$ cat src/rtl/apb_txn_arbiter.sv
// Round-robin arbiter that shares one APB front-end between NUM_REQ requesters.
// Define APB_ARB_TIMEOUT_EN to abort transfers that see no pready within TIMEOUT_CYCLES.
module apb_txn_arbiter #(
    parameter int unsigned NUM_REQ        = 4,
    parameter int unsigned ADDR_WIDTH     = 8,
    parameter int unsigned DATA_WIDTH     = 32,
    parameter int unsigned TIMEOUT_CYCLES = 8
) (
    input  logic                             pclk,
    input  logic                             preset,
    input  logic [NUM_REQ-1:0]               req,
    input  logic [NUM_REQ-1:0]               req_write,
    input  logic [NUM_REQ*ADDR_WIDTH-1:0]    req_addr,
    input  logic [NUM_REQ*DATA_WIDTH-1:0]    req_wdata,
    output logic [NUM_REQ-1:0]               gnt,
    output logic [NUM_REQ-1:0]               done,
    output logic [DATA_WIDTH-1:0]            rdata,
    output logic                             err,
    output logic                             busy,
    output logic                             m_req,
    output logic                             m_pwrite,
    output logic [ADDR_WIDTH-1:0]            m_paddr,
    output logic [DATA_WIDTH-1:0]            m_pwdata,
    input  logic [DATA_WIDTH-1:0]            m_prdata,
    input  logic                             m_pready
);

    localparam int unsigned IDX_W = (NUM_REQ > 1) ? $clog2(NUM_REQ) : 1;

    if (NUM_REQ < 2 || NUM_REQ > 8 || ADDR_WIDTH < 1 || ADDR_WIDTH > 32 ||
        DATA_WIDTH < 1 || DATA_WIDTH > 32 || TIMEOUT_CYCLES < 1) begin : g_param_check
        $error("apb_txn_arbiter: parameter out of range");
    end

    typedef enum logic [1:0] {
        S_IDLE = 2'd0,
        S_XFER = 2'd1,
        S_RESP = 2'd2
    } state_t;

    // Command latched from the winning requester and held for the whole transfer
    typedef struct packed {
        logic                  write;
        logic [ADDR_WIDTH-1:0] addr;
        logic [DATA_WIDTH-1:0] wdata;
    } cmd_t;

    state_t                 state_q, state_d;
    logic [IDX_W-1:0]       last_q, last_d;
    logic [NUM_REQ-1:0]     gnt_q, gnt_d;
    logic [NUM_REQ-1:0]     done_q, done_d;
    logic [DATA_WIDTH-1:0]  rdata_q, rdata_d;
    logic                   err_q, err_d;
    logic                   busy_q, busy_d;
    logic                   m_req_q, m_req_d;
    cmd_t                   cmd_q, cmd_d;

    logic                   win_found;
    logic [IDX_W-1:0]       win_idx;
    logic [IDX_W-1:0]       cand;
    cmd_t                   sel_cmd;

`ifdef APB_ARB_TIMEOUT_EN
    localparam int unsigned CNT_W = $clog2(TIMEOUT_CYCLES + 1);
    logic [CNT_W-1:0]       cnt_q, cnt_d;
`endif

    // Round-robin search starting just above the previous winner
    always_comb begin
        win_found = 1'b0;
        win_idx   = last_q;
        cand      = last_q;
        for (int unsigned i = 1; i <= NUM_REQ; i++) begin
            cand = IDX_W'((32'(last_q) + i) % NUM_REQ);
            if (!win_found && req[cand]) begin
                win_found = 1'b1;
                win_idx   = cand;
            end
        end
    end

    always_comb begin
        sel_cmd = '0;
        for (int unsigned k = 0; k < NUM_REQ; k++) begin
            if (IDX_W'(k) == win_idx) begin
                sel_cmd.write = req_write[k];
                sel_cmd.addr  = req_addr[k*ADDR_WIDTH +: ADDR_WIDTH];
                sel_cmd.wdata = req_wdata[k*DATA_WIDTH +: DATA_WIDTH];
            end
        end
    end

    // Next-state and registered-output logic
    always_comb begin
        state_d = state_q;
        last_d  = last_q;
        gnt_d   = gnt_q;
        done_d  = done_q;
        rdata_d = rdata_q;
        err_d   = err_q;
        busy_d  = busy_q;
        m_req_d = m_req_q;
        cmd_d   = cmd_q;
`ifdef APB_ARB_TIMEOUT_EN
        cnt_d   = cnt_q;
`endif
        case (state_q)
            S_IDLE: begin
                if (win_found) begin
                    state_d = S_XFER;
                    last_d  = win_idx;
                    gnt_d   = NUM_REQ'(1) << win_idx;
                    cmd_d   = sel_cmd;
                    m_req_d = 1'b1;
                    busy_d  = 1'b1;
`ifdef APB_ARB_TIMEOUT_EN
                    cnt_d   = '0;
`endif
                end
            end
            S_XFER: begin
                if (m_pready) begin
                    state_d = S_RESP;
                    done_d  = gnt_q;
                    err_d   = 1'b0;
                    m_req_d = 1'b0;
                    if (!cmd_q.write) begin
                        rdata_d = m_prdata;
                    end
`ifdef APB_ARB_TIMEOUT_EN
                end else if (cnt_q == CNT_W'(TIMEOUT_CYCLES - 1)) begin
                    state_d = S_RESP;
                    done_d  = gnt_q;
                    err_d   = 1'b1;
                    rdata_d = '0;
                    m_req_d = 1'b0;
                end else begin
                    cnt_d   = cnt_q + CNT_W'(1);
`endif
                end
            end
            S_RESP: begin
                state_d = S_IDLE;
                gnt_d   = '0;
                done_d  = '0;
                err_d   = 1'b0;
                busy_d  = 1'b0;
            end
            default: begin
                state_d = S_IDLE;
            end
        endcase
    end

    always_ff @(posedge pclk or posedge preset) begin
        if (preset) begin
            state_q <= S_IDLE;
            last_q  <= IDX_W'(NUM_REQ - 1);
            gnt_q   <= '0;
            done_q  <= '0;
            rdata_q <= '0;
            err_q   <= 1'b0;
            busy_q  <= 1'b0;
            m_req_q <= 1'b0;
            cmd_q   <= '0;
        end else begin
            state_q <= state_d;
            last_q  <= last_d;
            gnt_q   <= gnt_d;
            done_q  <= done_d;
            rdata_q <= rdata_d;
            err_q   <= err_d;
            busy_q  <= busy_d;
            m_req_q <= m_req_d;
            cmd_q   <= cmd_d;
        end
    end

`ifdef APB_ARB_TIMEOUT_EN
    always_ff @(posedge pclk or posedge preset) begin
        if (preset) begin
            cnt_q <= '0;
        end else begin
            cnt_q <= cnt_d;
        end
    end
`endif

    assign gnt      = gnt_q;
    assign done     = done_q;
    assign rdata    = rdata_q;
    assign err      = err_q;
    assign busy     = busy_q;
    assign m_req    = m_req_q;
    assign m_pwrite = cmd_q.write;
    assign m_paddr  = cmd_q.addr;
    assign m_pwdata = cmd_q.wdata;

endmodule
$ cat config.mk
export PLATFORM = sky130hd
export DESIGN_NAME = apb_txn_arbiter
export DESIGN_NICKNAME = d
export VERILOG_FILES = /design/src/rtl/apb_txn_arbiter.sv
export SDC_FILE = /design/constraint.sdc
export NUM_CORES = 1
export LEC_CHECK = 0
export CAP_MARGIN = 15
export CORE_AREA = 2 2 112 114
export CTS_BUF_LIST = sky130_fd_sc_hd__clkbuf_2
export CTS_CLUSTER_SIZE = 20
export DETAILED_ROUTE_END_ITERATION = 6
export DIE_AREA = 0 0 114 116
export PLACE_DENSITY = 0.89
export SKIP_LAST_GASP = 1
export SLEW_MARGIN = 0
export SYNTH_ARGS = -nofsm -noshare
export SYNTH_HDL_FRONTEND = slang
export SYNTH_SLANG_ARGS = --single-unit
$ cat constraint.sdc
create_clock -name pclk -period 7.8 [get_ports pclk]
set_input_delay 0.78 -clock pclk [delete_from_list [all_inputs] [get_ports pclk]]
set_output_delay 0.78 -clock pclk [all_outputs]
set_load 0.02 [all_outputs]
### Word level (Yosys, flattened, before mapping)

Index checks and enable logic that the tools add are counted.

| storage, ports and cells | value |
|---|---|
| bits in latches | 0 |
| word-level logic and storage cells | 77 |
| bits in registers | 88 |
| memory bits (read-only) | 0 |
| memories | 0 |
| bits in writable memories | 0 |
| input port bits | 203 |
| output and inout port bits | 84 |

| operators by class | value |
|---|---|
| reductions and logical operators | 17 |
| $lt $le $gt $ge | 4 |
| mux-type cells | 32 |
| multipliers | 0 |
| divide/modulo/power cells | 0 |
| bitwise logic cells | 1 |
| add/subtract/negate cells | 4 |
| eq/ne operators | 7 |
| shifts and indexed selects | 1 |

Operator list:

| kind | number |
|---|---|
| 41-bit two-way mux | 4 |
| 4-bit one-hot mux with 2 select lines | 2 |
| 2-bit by 3-bit less-than comparator with 1-bit output (second input constant) | 4 |
| 2-bit two-way mux | 6 |
| 1-bit two-way mux | 10 |
| 1-bit binary-select mux with 2-bit select | 4 |
| 4-bit two-way mux | 2 |
| 2-bit AND reduction | 4 |
| 1-bit one-hot mux with 2 select lines | 3 |
| 3-bit AND reduction | 2 |
| 2-bit nonzero test | 3 |
| 2-bit by 1-bit adder with 2-bit output (second input constant) | 2 |
| 2-bit adder (second input constant) | 2 |
| 2-bit == test (first input constant) | 2 |
| 2-bit zero test | 2 |
| 2-bit inequality test (second input constant) | 2 |
| 2-bit one-hot mux with 2 select lines | 1 |
| 1-bit by 2-bit left shift with 4-bit output (first input constant) | 1 |
| 1-bit logical AND | 3 |
| 1-bit zero test | 3 |
| 1-bit by 2-bit == test with 1-bit output (first input constant) | 1 |
| 2-bit by 1-bit == test with 1-bit output (second input constant) | 1 |
| 2-bit == test (second input constant) | 1 |
| 1-bit inverter | 1 |

### Longest topological paths before layout

| depth | value |
|---|---|
| depth after elaboration | 18 |
| depth in mapped cells | 7 |
| gate-level depth less buffers | 5 |

### Worst setup path before layout

No wires, ideal clock.

| timing | value |
|---|---|
| path type | in2reg |
| start point | input port req[2] |
| end point | register cmd_q, in the netlist m_pwdata[1] |
| data arrival time | 2.070 ns |
| slack | 5.589 ns |
| stages | 5 |
| path through | nor4_1 > nor3_1 > clkbuf_1 > nor2_1 > a31oi_1 |

| between the ends | value |
|---|---|
| cells in the longest elaborated chain, start to end | 17 |
| elaborated cells between the ends (all ways) | 31 |

RTL lines:

| item | RTL line | RTL |
|---|---|---|
| start, declared | 11 | `input logic [NUM_REQ-1:0] req,` |
| 1-bit binary-select mux with 2-bit select | 75 | `if (!win_found && req[cand]) begin` |
| 1-bit two-way mux (implied by the code) | 75 |  |
| 1-bit two-way mux | 75 |  |
| 1-bit zero test | 75 |  |
| 1-bit logical AND | 75 |  |
| 1-bit two-way mux | 75 |  |
| 1-bit zero test | 75 |  |
| 1-bit logical AND | 75 |  |
| 1-bit two-way mux | 75 |  |
| 1-bit zero test | 75 |  |
| 1-bit logical AND | 75 |  |
| 2-bit two-way mux | 75 |  |
| 2-bit zero test | 85 | `if (IDX_W'(k) == win_idx) begin` |
| 41-bit two-way mux (4 in a row) | 85 |  |
| end signal, assigned | 175 | `cmd_q <= cmd_d;` |
| end, declared | 56 | `cmd_t cmd_q, cmd_d;` |

Several ways; a longest one is shown, not always the timed one. The select of a mux whose other input is x is not followed.
A chain may end at the register's enable or synchronous reset.

### Worst setup path after layout

| timing | value |
|---|---|
| start point | input port req[3] |
| end point | register cmd_q, in the netlist m_pwrite |

Same word-level chain as after synthesis.

==> flow_metrics.tcl <==
set metrics [dict create \
    max_freq_mhz 325 \
    seqCellArea_um2 2180 \
    via_count 4968 \
    crit_buf_inv 2 \
    synth_largest_area_cell "dfrtp_1" \
    antenna_left 0 \
    combPwrFrac 0.606 \
    finalHoldViolCount 0 \
    synthCells 472 \
    post-place-ws_ns 3.90 \
    io_buffer_count 285 \
    p_leak_nw 3.09 \
    cts_tree "built" \
    ys_top_cells_by_area "dfrtp_1 (46%), mux2_2 (7.9%), a22oi_1 (4.6%)" \
    rrSetupSlack_ns 5.07 \
    crit_path_start_kind "input pin" \
    cts.sinks 87 \
    die_x_um 114 \
    viasPerCell 5.59 \
    pwr_density_cell_nw_per_um2 359 \
    critPathTopFamily "compound AO/OA/AOI/OAI gates" \
    cp.required_ns 8.25 \
    holdWs_ns 0.514 \
    yosysTopAreaCellShare 0.464 \
    rsz0062_at_grt "no" \
    cts_root_buf "clkbuf_2" \
    ys_types 40 \
    syn-cell-area_um2 4590 \
    synth-seq-cells 87 \
    p_int_mw 1.57 \
    hold_path.class "flip-flop to flip-flop" \
    yosysWarningCount 0 \
    final_cells 889 \
    slew_headroom 0.287 \
    cp_max_fo 26 \
    r2r_cells 5 \
    drc_errors 0 \
    drive_gt1_frac 0.0931 \
    p_total_mw 2.77 \
    tightest_slew_ns 1.07 \
    areaGrowthSynthToFinish_pct 68.0 \
    r2r-end "m_pwdata[3]" \
    wl_met3_um 1330 \
    synth.yosys.seq_area_share 0.475 \
    hold_path_end "m_paddr[3]" \
    fin_util 0.647 \
    grt_pass1_vias 5067 \
    gp_congestion 0.933 \
    cts_max_level 3 \
    synth_fp_nets 675 \
    multi_input_area_um2 2220 \
    top_layer "met4" \
    switching_power_mw 1.20 \
    start_util 0.385 \
    antenna_found_initial 1 \
    routed_wl_um 17500 \
    firstDrtPassIters 5 \
    hpwl_um 12600 \
    clk-insertion-delay-late_ns 0.55 \
    cts_buffers 9 \
    status "complete, no violations" \
    final_cell_area_um2 7700 \
    cts_max_path_buffers 2 \
    wl_met1_um 6710 \
    route.met2.wl_um 9040 \
    setup-tns-final_ns 0 \
    grt_use_total 0.252 \
    path_cells "clkdlybuf4s50_1, nor2b_1, o21ai_4, buf_16, a32oi_4, a22oi_1, a31oi_1" \
    final-setup-viol-count 0 \
    r2r-start "last_q[0]" \
    hold_path.startpoint "m_paddr[3]" \
    cp-end-kind "flip-flop" \
    grt_overflow 0 \
    cap_violations 0 \
    die_h_um 116 \
    layout_min_cycle_time_ns 3.08 \
    cts-resized-gates 0 \
    layout_setup_ws_ns 4.72 \
    core_um2 11900 \
    fin_nets 940 \
    avgSynthCellArea_um2 9.72 \
    pwr-share-seq 0.299 \
    cp_slowest_cell "a32oi_4" \
    slowest_delay_ns 0.78 \
    clk_pin_slew_worst_paths_ns 0.21 \
    arrival_ns 3.53 \
    cts_setup_buffers 0 \
    fin_crit_sh 0.395 \
    slew_violations 0 \
    dieArea_um2 13200 \
    place_inst 869 \
    ir_worst_vdd_mv 0.128 \
    wl_per_cell_um 19.6 \
    place_area_um2 7500 \
    p_clk_frac 0.095 \
    std_cell_rows 40 \
    ios 287 \
    crit_start "req[3]" \
    cts-hold-fix-buffers 0 \
    fin_skew_ns 0.0461 \
    critPathKind "input pin to flip-flop" \
    grt_pass1_wl_um 26000 \
    grt_max_degree 88 \
    drtIter0Drc 466 \
    swShare 0.435 \
    whs_path_depth 2 \
    nFillCells 950 \
]
-- cells by family after synthesis --
logic type | share of synthesized area
other cells | 0.000818
buf+inv | 0.0467
compound gates | 0.268
flops | 0.475
simple gates | 0.131
mux | 0.0786
-- synth_stat cells, drive strengths merged --
library cell,n
dfrtp,85
nand2b,2
nor3b,1
or3b,1
o22a,1
inv,3
nand2,33
clkbuf,20
buf,21
nor2,37
nor2b,4
mux2,32
o21ai,38
a32oi,2
a211oi,15
o32ai,1
and3,16
or3,1
a31oi,27
nand3,27
o22ai,16
o21a,2
or2,1
a22oi,28
nor3,2
conb,1
and2,1
a21o,27
a21boi,1
a2bb2oi,1
nor4,1
o31ai,15
a21oi,7
dfstp,2
-- cell type report --
class	count	area share
Clock inverter	6	0.0112
Multi-Input combinational cell	341	0.289
Timing Repair Buffer	295	0.385
Inverter	3	0.00162
Tap cell	147	0.0239
Clock buffer	9	0.00585
Sequential cell	87	0.283
Antenna cell	1	0.000325
-- sequential cells by signal (all words and copies together), names as in the netlist --
register	cells
busy	1
done	4
gnt	4
last_q	2
m_paddr	8
m_pwdata	32
m_pwrite	1
m_req	1
rdata	32
state_q	2
-- tightest hold or removal path, stage by stage (launching register included) --
cell     delay (ns)
dfrtp_1        0.39
nand2_1        0.05
o31ai_1        0.06
-- power by group through the flow --
stage | Sequential [mW] | Combinational (mW) | Clock (mW)
after CTS | 0.823 | 1.65 | 0.270
after global routing | 0.854 | 1.79 | 0.288
after detailed placement | 0.834 | 1.65 | 0
after global placement | 0.816 | 1.60 | 0
after floorplan | 1.06 | 0.676 | 0
final | 0.827 | 1.68 | 0.263
-- how the worst max path moves through the flow --
stage                         to  slack [ns]  cells after the start
floorplan                   busy        4.77                      1
CTS                  m_pwdata[3]        4.56                      6
detailed placement   m_pwdata[2]        3.90                      6
finish                  m_pwrite        4.72                      7
global placement    m_pwdata[27]        4.12                      6
global route         m_pwdata[3]        4.66                      7
-- layer usage --
| metal | track usage | vias to the layer above |
|---|---|---|
| met3 | 0.0544 | 32 |
| met4 | 0.0772 | 0 |
| met2 | 0.463 | 283 |
| li1 | - | 2300 |
| met1 | 0.294 | 2353 |
| met5 | 0 | - |
-- cell usage in the layout (no fill, tap or decap), types with 15 or more instances in the layout --
| cell type | count |
|---|---|
| and3_1 | 16 |
| nor2_1 | 36 |
| nand2_1 | 33 |
| a31oi_1 | 27 |
| mux2_2 | 32 |
| nand3_1 | 26 |
| o21ai_0 | 37 |
| o31ai_1 | 15 |
| a21o_1 | 27 |
| dfrtp_1 | 85 |
| o22ai_1 | 15 |
| a211oi_1 | 15 |
| clkdlybuf4s50_1 | 285 |
| a22oi_1 | 28 |
No activity file was read; power rests on OpenSTA's default activity.
==> RTL edit 1, RTL diff (same flow settings) <==
Encoding of `state_t`: now one-hot (3 bits for 3 states).
--- a/src/rtl/apb_txn_arbiter.sv
+++ b/src/rtl/apb_txn_arbiter.sv
@@ -32,10 +32,10 @@
         $error("apb_txn_arbiter: parameter out of range");
     end
 
-    typedef enum logic [1:0] {
-        S_IDLE = 2'd0,
-        S_XFER = 2'd1,
-        S_RESP = 2'd2
+    typedef enum logic [2:0] {
+        S_IDLE = 3'b001,
+        S_XFER = 3'b010,
+        S_RESP = 3'b100
     } state_t;
 
     // Command latched from the winning requester and held for the whole transfer
Function: same outputs for any inputs over 4 cycles, from zero or initial values and one cycle with preset high; so few cycles prove little.
==> RTL edit 1 against the original RTL <==
- cell area decreased by 1.8%
- power fell by 1.0%
- sequential cell count rose by 1
- clock skew is 0.0078 ns lower
- fmax down 4.1%
- core utilization is 1.1 points lower
- cell count down 4.6%
- critical path type unchanged
- synthesized area fell by 0.85%
- routed wire length is 6.5% lower
- worst setup slack worse by 0.13 ns
==> RTL edit 1: results (changes against the original RTL) <==
| Metric | Value |
|---|---|
| Drt via density | 5.59 (about the same) |
| Register-to-register setup slack | 4.83 ns (-0.24 ns) |
| Metal2 WL | 8070 um (-11%) |
| Dpl cells | 829 (-4.6%) |
| Synth top cells by count | 85 x dfrtp_1, 41 x o31ai_1, 34 x nand2_1 |
| Via count | 4742 (-4.5%) |
| Worst hold slack | 0.504 ns (-0.0101 ns) |
| Top cells by area, synth | dfrtp_1 47%, o31ai_1 6.8%, mux2_2 6.7% |
| Complex-gate fraction of the synthesized area | 24.6% (-2.2 points) |
| Crit path DAT | 3.69 ns (+0.16 ns) |
| HPWL after DPL | 12200 um (-3.2%) |
| Crit path max-delay family | simple AND/OR/NAND/NOR gates |
| Status | finished clean |
| Initial DRC Count | 253 (-46%) |
| Synth top area share | 46.8% (+0.40 points) |
| Hold Path End | m_pwdata[5]$_DFFE_PP0P_ |
| GR Util met1 | 28.2% (-1.1 points) |
| Syn_area_per_cell | 10.5 um^2 (+8.3%) |
| GRT Total Usage | 24.1% (-1.1 points) |
| Placed Area | 7440 um^2 (-0.77%) |
| Antenna violations before repair | 0 (-1) |
| Number of global-route vias before repair | 4798 (-5.3%) |
| Met3 Track Usage GR | 6.38% (+0.94 points) |
| First-pass GRT wire length | 24600 um (-5.5%) |
| Actual slew at the worst max-slew pin | 1.00 ns (-0.0660 ns) |
| Met2 usage | 42.4% (-3.9 points) |
| VDD IR max | 0.178 mV (+39%) |
| Post-synth cell types | 44 (+10%) |
| Clock skew | 0.0383 ns (-0.00778 ns) |
| CP Max Fanout | 84 (+220%) |
| CP endpoint | m_pwdata[13]$_DFFE_PP0P_ |
| Place WS | 3.97 ns (+0.0649 ns) |
| Fin crit share | 41.2% (+1.7 points) |
| Clk slew on worst S/H paths | 0.26 ns (+0.05 ns) |
| Critical path startpoint | req[2] |
| LEAKAGE | 3.08 nW (-0.16%) |
| Final nets | 898 (-4.5%) |
| WL met1 | 6400 um (-4.7%) |
| Routed WL | 16300 um (-6.5%) |
RTL edit 1: cell count changes in the layout (fill, tap and decap cells not counted), sizes merged, moves of 16 or more:
cell    before  now
o21ai       38    6
o31ai       15   41
a22oi       28    0
a211oi      15   31
a31oi       27    0
nor2        37    3
a21o        27   11
RTL edit 1: cell type report:
cell class / instances / area [um^2] / area share [%]
repair buffers: 293 / 2930 / 38.7
flip-flops and latches: 88 / 2210 / 29.1
multi-input cells: 298 / 2130 / 28.2
well taps: 147 / 184 / 2.43
clock inverters: 7 / 47.5 / 0.628
clock buffers: 9 / 45.0 / 0.595
inverters: 5 / 20.0 / 0.265
diodes: 1 / 2.50 / 0.0331
RTL edit 1: power breakdown:
part / total [mW] / leakage, nW / switching [mW] / internal, mW
Clock: 0.207 / 0.0581 / 0.165 / 0.0420
Sequential: 0.828 / 1.07 / 0.141 / 0.686
Combinational: 1.71 / 1.95 / 0.922 / 0.783
==> RTL edit 2, RTL diff (same flow settings) <==
Without the edit above. The option `APB_ARB_TIMEOUT_EN` is turned on by a define.
--- a/src/rtl/apb_txn_arbiter.sv
+++ b/src/rtl/apb_txn_arbiter.sv
@@ -1,5 +1,7 @@
 // Round-robin arbiter that shares one APB front-end between NUM_REQ requesters.
 // Define APB_ARB_TIMEOUT_EN to abort transfers that see no pready within TIMEOUT_CYCLES.
+`define APB_ARB_TIMEOUT_EN
+
 module apb_txn_arbiter #(
     parameter int unsigned NUM_REQ        = 4,
     parameter int unsigned ADDR_WIDTH     = 8,
Formal check against the unedited RTL: same outputs for any inputs over 4 cycles, from zero or initial values and one cycle with preset high; that may be too few to reach the edited logic, so the function may still have changed.
==> RTL edit 2 against the original RTL <==
- largest cell class unchanged
- cell area grew 2.4%
- sequential cell count grew 5
- first-iteration DRC count shrank 46%
- synthesized area grew 7.7%
- synthesized cell count shrank 14%
- critical endpoint is now m_pwdata[19]$_DFFE_PP0P_
- power shrank 3.4%
- register-to-register slack gained 0.03 ns
- worst setup slack gained 0.24 ns
- routed wire length shrank 6.7%
==> RTL edit 2: results (changes against the original RTL) <==
| Metric | Value |
|---|---|
| Status | finished clean |
| Clk slew on worst S/H paths | 0.26 ns (+0.05 ns) |
| Largest net degree at the start of global routing | 91 (+3.4%) |
| CTS Buffer Depth | 2 (unchanged) |
| Yosys warnings | 0 (unchanged) |
| Postcts setup bufs | 0 (unchanged) |
| Share of cells above drive strength 1 | 16.4% (+7.1 points) |
| Critical path startpoint | req[3] |
| Antenna violations before repair | 0 (-1) |
| Post-synth cell types | 47 (+18%) |
| Initial DRC Count | 253 (-46%) |
| Final nets | 882 (-6.2%) |
| H-tree Lvls | 3 (unchanged) |
| Via count | 4450 (-10%) |
| First-pass GRT wire length | 24100 um (-7.6%) |
| I/O Buffers | 286 (+0.35%) |
| Register-to-register setup slack | 5.10 ns (+0.03 ns) |
| Remaining global-route overflow | 0 (unchanged) |
| Crit path max-delay cell type | buf_4 |
| VDD IR max | 0.233 mV (+82%) |
| Crit path max-delay family | buffers and inverters |
| Crit path DAT | 3.26 ns (-0.27 ns) |
| GRT Total Usage | 23.7% (-1.5 points) |
| LEAKAGE | 3.23 nW (+4.7%) |
| Number of global-route vias before repair | 4717 (-6.9%) |
| Syn nets | 610 (-9.6%) |
| HPWL after DPL | 12200 um (-2.9%) |
| Fraction of registers with async set/reset | 100% (unchanged) |
| Capturing element type of the critical path | flip-flop |
| Fill cell count | 893 (-6.0%) |
| N_diodes | 0 (-1) |
| CP Max Fanout | 35 (+35%) |
| Worst R2R Path Depth | 6 (+1) |
| CTS Buf Count | 9 (unchanged) |
| Clk_lat worst skew | 0.60 ns (+0.05 ns) |
| Worst min path class | primary input to asynchronous set/reset pin |
| GPL Wtd Cong | 0.796 (-15%) |
| Routed WL | 16300 um (-6.7%) |
| Clock Tree Root | clkbuf_2 |
| CP max stage delay | 0.64 ns (-0.14 ns) |
| Terminus of the critical flop-to-flop path | m_pwdata[19]$_DFFE_PP0P_ |
| Placed Area | 7780 um^2 (+3.8%) |
| DR pass1 iterations | 4 (-1) |
| Top cells by area, synth | dfrtp_1 46%, o22ai_2 9.1%, mux2i_1 8.3% |
| Clock skew | 0.0484 ns (+0.00234 ns) |
| Slew headroom | 27.1% (-1.5 points) |
| Die Width | 114 um (unchanged) |
| Synth top cells by count | 90 x dfrtp_1, 46 x nor2_1, 41 x mux2i_1, 36 x o22ai_2, 33 x a22o_1 |
| Worst hold slack | 0.342 ns (-0.172 ns) |
| Register area share after synthesis | 46.6% (-0.89 points) |
[RTL edit 2: worst reg2reg max path, delay by kind of cell, from the launching register on]
kind | cells | cell delay [ns]
simple gates | 1 | 0.15
compound gates | 3 | 0.78
flops | 1 | 0.64
mux | 1 | 0.36
buf+inv | 1 | 0.64
[RTL edit 2: final cells by class]
| class | instances | area [um^2] | share of cell area, % |
|---|---|---|---|
| Clock buffer | 11 | 55.1 | 0.698 |
| Clock inverter | 5 | 31.3 | 0.396 |
| Sequential cell | 92 | 2300 | 29.2 |
| Timing Repair Buffer | 293 | 2930 | 37.1 |
| Inverter | 4 | 17.5 | 0.222 |
| Multi-Input combinational cell | 278 | 2370 | 30.0 |
| Tap cell | 147 | 184 | 2.33 |
[RTL edit 2: report_power, final]
part | switching (mW) | internal [mW]
Clock | 0.168 | 0.0439
Sequential | 0.139 | 0.685
Combinational | 0.855 | 0.782
[RTL edit 2: kinds of logic (layout without fill, tap and decap cells)]
group / count (synthesis) / in the layout / share of synthesized area, %
compound gates: 138 / 138 / 29.6
simple gates: 95 / 95 / 8.81
flops: 92 / 92 / 46.6
mux: 42 / 42 / 8.53
buf+inv: 36 / 313 / 5.80
xor+xnor: 2 / 2 / 0.355
fa+ha+maj: 1 / 1 / 0.253
[RTL edit 2: metrics by stage]
step,setup WS [ns],cells,power (mW)
6_report,4.97,830,2.67
5_1_grt,4.85,830,2.83
4_1_cts,5.04,829,2.69
3_5_place_dp,4.37,813,2.48
3_3_place_gp,4.47,813,2.43
2_1_floorplan,4.63,406,1.88
[RTL edit 2: routing by layer]
layer	GRT usage [%]	routed length, um
met5	0	0
met2	43.8	8390
met4	9.02	309
met1	25.5	6110
met3	7.06	1470
